File: src/rtl/rv32i_pkg.sv
// Shared data-memory request types and widths for the dual-issue core.
package rv32i_pkg;

  localparam int unsigned DMEM_AW  = 32;
  localparam int unsigned DMEM_DW  = 32;
  localparam int unsigned DMEM_BEW = DMEM_DW / 8;

  typedef struct packed {
    logic [DMEM_AW-1:0]  addr;
    logic [DMEM_DW-1:0]  wdata;
    logic [DMEM_BEW-1:0] be;
    logic                re;
  } dmem_req_t;

  typedef enum logic {
    ARB_IDLE,
    ARB_HOLD
  } arb_state_e;

endpackage

File: src/rtl/dmem_hold_buf.sv
// One-entry parking register for a slot1 request that lost arbitration.
module dmem_hold_buf
  import rv32i_pkg::*;
(
  input  logic      clk,
  input  logic      rst,
  input  logic      load,
  input  logic      clear,
  input  dmem_req_t d,
  output dmem_req_t q,
  output logic      valid
);

  always_ff @(posedge clk or posedge rst) begin
    if (rst) begin
      q     <= '0;
      valid <= 1'b0;
    end else if (clear) begin
      q     <= '0;
      valid <= 1'b0;
    end else if (load) begin
      q     <= d;
      valid <= 1'b1;
    end
  end

endmodule

File: src/rtl/dmem_port_arbiter.sv
// Shares the data-memory port between execute slot0 and slot1; slot0 always wins.
// Optional statistics counters are enabled with DMEM_ARB_STATS_EN.
module dmem_port_arbiter
  import rv32i_pkg::*;
#(
  parameter int unsigned AW  = DMEM_AW,
  parameter int unsigned DW  = DMEM_DW,
  parameter int unsigned BEW = DMEM_BEW
) (
  input  logic           clk,
  input  logic           rst,
  input  logic           flush,
  input  logic           req0_valid,
  output logic           req0_ready,
  input  dmem_req_t      req0,
  input  logic           req1_valid,
  output logic           req1_ready,
  input  dmem_req_t      req1,
  output logic           stall,
  output logic           rsp0_valid,
  output logic           rsp1_valid,
  output logic [DW-1:0]  rsp_rdata,
  output logic [AW-1:0]  mem_addr,
  output logic [DW-1:0]  mem_wdata,
  output logic [BEW-1:0] mem_we,
  output logic           mem_re,
  input  logic [DW-1:0]  mem_rdata
`ifdef DMEM_ARB_STATS_EN
  ,
  output logic [31:0]    stat_grant0,
  output logic [31:0]    stat_grant1,
  output logic [31:0]    stat_conflict
`endif
);

  arb_state_e state_q, state_d;
  dmem_req_t  port_req, hold_q;
  logic       port_valid, port_owner1;
  logic       hold_load, hold_clear, hold_valid;
  logic       tag0_q, tag1_q;

  dmem_hold_buf u_hold_buf (
    .clk   (clk),
    .rst   (rst),
    .load  (hold_load),
    .clear (hold_clear),
    .d     (req1),
    .q     (hold_q),
    .valid (hold_valid)
  );

  always_ff @(posedge clk or posedge rst) begin
    if (rst) begin
      state_q <= ARB_IDLE;
    end else begin
      state_q <= state_d;
    end
  end

  // Reset is folded in so the port goes quiet the instant rst rises.
  always_comb begin
    state_d     = state_q;
    req0_ready  = 1'b0;
    req1_ready  = 1'b0;
    stall       = 1'b0;
    port_req    = '0;
    port_valid  = 1'b0;
    port_owner1 = 1'b0;
    hold_load   = 1'b0;
    hold_clear  = 1'b0;
    if (!rst) begin
      unique case (state_q)
        ARB_IDLE: begin
          req0_ready = 1'b1;
          req1_ready = 1'b1;
          if (req0_valid) begin
            port_req   = req0;
            port_valid = 1'b1;
            if (req1_valid && !flush) begin
              hold_load = 1'b1;
              state_d   = ARB_HOLD;
            end
          end else if (req1_valid && !flush) begin
            port_req    = req1;
            port_valid  = 1'b1;
            port_owner1 = 1'b1;
          end
        end
        ARB_HOLD: begin
          stall      = 1'b1;
          hold_clear = 1'b1;
          state_d    = ARB_IDLE;
          if (!flush && hold_valid) begin
            port_req    = hold_q;
            port_valid  = 1'b1;
            port_owner1 = 1'b1;
          end
        end
        default: state_d = ARB_IDLE;
      endcase
    end
  end

  assign mem_addr  = port_req.addr;
  assign mem_wdata = port_req.wdata;
  assign mem_we    = port_req.be;
  assign mem_re    = port_req.re;

  always_ff @(posedge clk or posedge rst) begin
    if (rst) begin
      tag0_q <= 1'b0;
      tag1_q <= 1'b0;
    end else begin
      tag0_q <= port_valid && port_req.re && !port_owner1;
      tag1_q <= port_valid && port_req.re && port_owner1;
    end
  end

  // A redirect in the response cycle still kills the younger slot's data.
  assign rsp0_valid = tag0_q;
  assign rsp1_valid = tag1_q && !flush;
  assign rsp_rdata  = mem_rdata;

`ifdef DMEM_ARB_STATS_EN
  always_ff @(posedge clk or posedge rst) begin
    if (rst) begin
      stat_grant0   <= '0;
      stat_grant1   <= '0;
      stat_conflict <= '0;
    end else begin
      if (port_valid && !port_owner1) stat_grant0 <= stat_grant0 + 32'd1;
      if (port_valid && port_owner1)  stat_grant1 <= stat_grant1 + 32'd1;
      if (hold_load)                  stat_conflict <= stat_conflict + 32'd1;
    end
  end
`endif

endmodule

File: config.mk
export PLATFORM = sky130hd
export DESIGN_NAME = dmem_port_arbiter
export DESIGN_NICKNAME = d
export VERILOG_FILES = /design/src/rtl/rv32i_pkg.sv /design/src/rtl/dmem_hold_buf.sv /design/src/rtl/dmem_port_arbiter.sv
export SDC_FILE = /design/constraint.sdc
export NUM_CORES = 1
export LEC_CHECK = 0
export CAP_MARGIN = 20
export CORE_UTILIZATION = 34
export DETAILED_ROUTE_END_ITERATION = 12
export PLACE_DENSITY = 0.77
export SLEW_MARGIN = 20
export SYNTH_ARGS = -nofsm -noshare
export SYNTH_HDL_FRONTEND = slang
export SYNTH_HIERARCHICAL = 1
export SYNTH_SLANG_ARGS = --single-unit
File: constraint.sdc
create_clock -name clk -period 2.1 [get_ports clk]
set_clock_uncertainty 0.15 [all_clocks]
set_input_delay 0.21 -clock clk [delete_from_list [all_inputs] [get_ports clk]]
set_output_delay 0.21 -clock clk [all_outputs]
set_load 0.03 [all_outputs]
==> key figures <==
Status
  – Status: complete, but fails checks
  – Failing checks: negative setup slack

Setup path
  – FF-to-FF End: u_hold_buf/q[14]
  – CP Cell Sequence: nor4bb_4 > buf_6 > buf_12 > a22o_1 > a21o_1 > buf_12
  – CP arrival: 1.79 ns
  – CP startpoint: u_hold_buf/valid
  – Buf+Inv Stages, Crit Path: 3
  – Crit-path max FO: 18
  – CP Class: register to output pin
  – Reg2Reg Setup Slack: 0.26 ns
  – R2R Path Start: state_q
  – Crit path max-delay family: buffers and inverters
  – Critical Path Sink Type: output pin
  – CP max stage delay: 0.38 ns
  – CP Depth: 6
  – Setup crit end: mem_wdata[3]
  – R2R depth: 7
  – Startpoint type of the worst setup path: register
  – Cell mode on critical path: buf_12
  – Required time worst endpoint: 1.74 ns
  – Critical-path top delay cell: dfrtp_1

Yosys
  – Syn Nets: 616
  – EDFF count, synth: 0
  – Unique cell type count in the Yosys netlist: 23
  – Gate Count Post-Synth: 441
  – Syn Std Cell Area: 4540 um2
  – Post-synth ARST share: 1.00
  – Simple-gate portion of the synthesized area: 0.0783
  – #FFs+latches synth: 73
  – Synth Flop Type: dfrtp_1
  – Synth area leaders: dfrtp_1 (40%), mux2i_1 (15%), a22o_1 (13%), a21o_1 (11%), nor2_1 (6.1%)
  – Xor/xnor share of the synthesized area: 0
  – Sequential-to-total area share from yosys stat: 0.402
  – Combinational family with the most area after synthesis: compound AO/OA/AOI/OAI gates
  – Adder-cell share of the synthesized area: 0
  – Post-synth top area cell: dfrtp_1
  – Avg Inst Size Synth: 10.3 um2
  – Synth top area share: 0.402
  – Mux contribution to synthesized area: 0.152
  – Compound-Gate Fraction of Synth Area: 0.248
  – Yosys warns: 6

Global route
  – Total Routing Usage GR: 0.196
  – Largest net degree at the start of global routing: 54
  – Vias in the first global route: 4298
  – Gr busiest metal: met2
  – Gr ovfl total: 0
  – First-pass GRT wire length: 21800 um
  – Global-route met3 utilization: 0.0455
  – Initial antenna violation count: 0
  – GR Util met1: 0.228
  – Met2 usage: 0.358

Floorplanning
  – Rows: 41
  – Top Ports: 281
  – Starting Density: 0.354
  – Die Height: 118 um
  – Core Footprint: 12800 um2
  – Die X: 118 um
  – Full die area: 13800 um2

STA
  – Final WS setup: -0.0476 ns
  – Worst-margin pin slew: 0.371 ns
  – RSZ-0062 raised after global routing: true
  – Slew headroom: 0.753
  – Fin crit period: 2.15 ns
  – Final hold vios: 0
  – Final Max Tran Viols: 0
  – Final setup fails: 67
  – Final Cycle Share: 1.02
  – TNS Setup: -1.70 ns
  – Achievable Freq: 466 MHz

Clock network
  – Clock root buffer master: clkbuf_16
  – Clk sinks: 73
  – Clock buffer depth: 2
  – Clock latency on the worst-skew pair: 0.32 ns
  – Clk slew on worst S/H paths: 0.06 ns
  – Number of H-tree branching levels: 3
  – CTS tree: done
  – Num CTS Buffers: 9

Detailed routing
  – Via count: 4180
  – Post-DRT Antenna Nets: 0
  – Drt pass-1 iters: 4
  – DRT iter0 DRCs: 196
  – DR vias/cell: 5.16
  – Routed WL per cell: 18.1 um
  – Remaining DRCs: 0
  – Routed wire length: 14700 um

Finish
  – Fin util: 0.574
  – Layout Area Growth over Synthesis: 62.3%
  – Share of layout cells above drive strength 1: 0.205
  – N_diodes: 0
  – Final #Nets: 808

Power and ir drop
  – Cell Pwr Density: 617 nW/um2
  – Leak: 3.71 nW
  – Worst IR Drop VDD: 357 uV

Run
  – Max-cap violation count: 0

Hold path
  – HP Class: input port to register

Placed design
  – Routability cong.: 0.843
  – Port buffer count: 216
  – Hpwl dp: 9360 um
timing repair:
action                                  in CTS  in global routing
endpoints found under the setup margin      69                 70
gates resized for setup                     72                 10
pin swaps                                   49                  2
endpoints found under the hold margin        3                  0
buffers inserted                             4                  1
cloned                                       2                  7
hold buffers                                 1                  0
through the flow:
stage | cells | total power [mW] | setup WS (ns) | hold WS, ns | instance area (um2)
floorplan | 441 | 2.57 | 0.157 | -0.186 | 4550
global placement | 779 | 3.00 | -0.0539 | 0.270 | 6550
detailed placement | 779 | 3.04 | -0.132 | 0.270 | 6550
CTS | 802 | 4.56 | -0.0949 | 0.270 | 7170
global route | 810 | 4.79 | -0.131 | 0.201 | 7370
finish | 810 | 4.55 | -0.0476 | 0.191 | 7370
logic make-up after synthesis:
| kind of cell | count (synthesis) |
|---|---|
| AOI/OAI and AO/OA | 139 |
| and+or+nand+nor | 86 |
| buffers and inverters | 74 |
| DFF | 73 |
| muxes | 69 |
metal layers:
layer,vias to the layer above,share of wire
met1,2043,0.41
met2,182,0.51
met4,0,0.014
li1,1936,-
met5,-,0
met3,19,0.060
where the power goes:
part,switching [mW],internal [mW]
Combinational,0.595,0.695
Sequential,0.166,1.69
Clock,0.543,0.863
Total,1.30,3.24
registers in the layout, indices dropped and copies added (netlist names):
signal,cells
u_hold_buf/valid,1
u_hold_buf/q,69
tag1_q,1
state_q,1
rsp0_valid,1
area by class of cell:
cell class	count	area [um2]
timing repair buffer	253	2810
clock inverter	2	12.5
sequential	73	1830
multi-input combinational	294	2230
inverter	2	11.3
clock buffer	14	264
tap	172	215
fill	1089	5460
worst min path at each step:
stage                             start             to  slack [ns]  depth (start not counted)
after CTS                 mem_rdata[10]  rsp_rdata[10]        0.27                          0
after detailed placement  mem_rdata[10]  rsp_rdata[10]        0.27                          0
after global routing         req0_valid        state_q        0.20                          3
final                        req0_valid        state_q        0.19                          3
after floorplan                     rst     rsp0_valid       -0.19                          1
after global placement    mem_rdata[10]  rsp_rdata[10]        0.27                          0
placed cells by master (no fill, tap or decap), types with 2 or more instances in the layout:
cell type	count
clkbuf_8	2
mux2i_1	69
nor2_1	72
clkdlybuf4s50_1	141
dlymetal6s2s_1	2
clkbuf_1	3
nor2_4	2
buf_4	17
clkbuf_16	14
nand2_1	3
buf_6	72
clkinvlp_4	2
buf_16	2
buf_12	11
a21o_1	68
a22o_1	68
dfrtp_1	72
synth_stat cells (3+ instances only):
cell type	count
buf_2	13
nand2_1	3
buf_8	7
nor2_1	74
clkbuf_1	12
a22o_1	68
a21o_1	68
buf_6	6
buf_4	33
mux2i_1	69
dfrtp_1	73
worst reg2reg max path: stages (launching register included):
cell	delay (ns)
dfrtp_2	0.44
buf_4	0.16
nor2_4	0.10
nand2_1	0.11
nor2_4	0.20
buf_12	0.24
mux2i_1	0.26
nor2_1	0.06
Power figures use the tool's default switching activity.
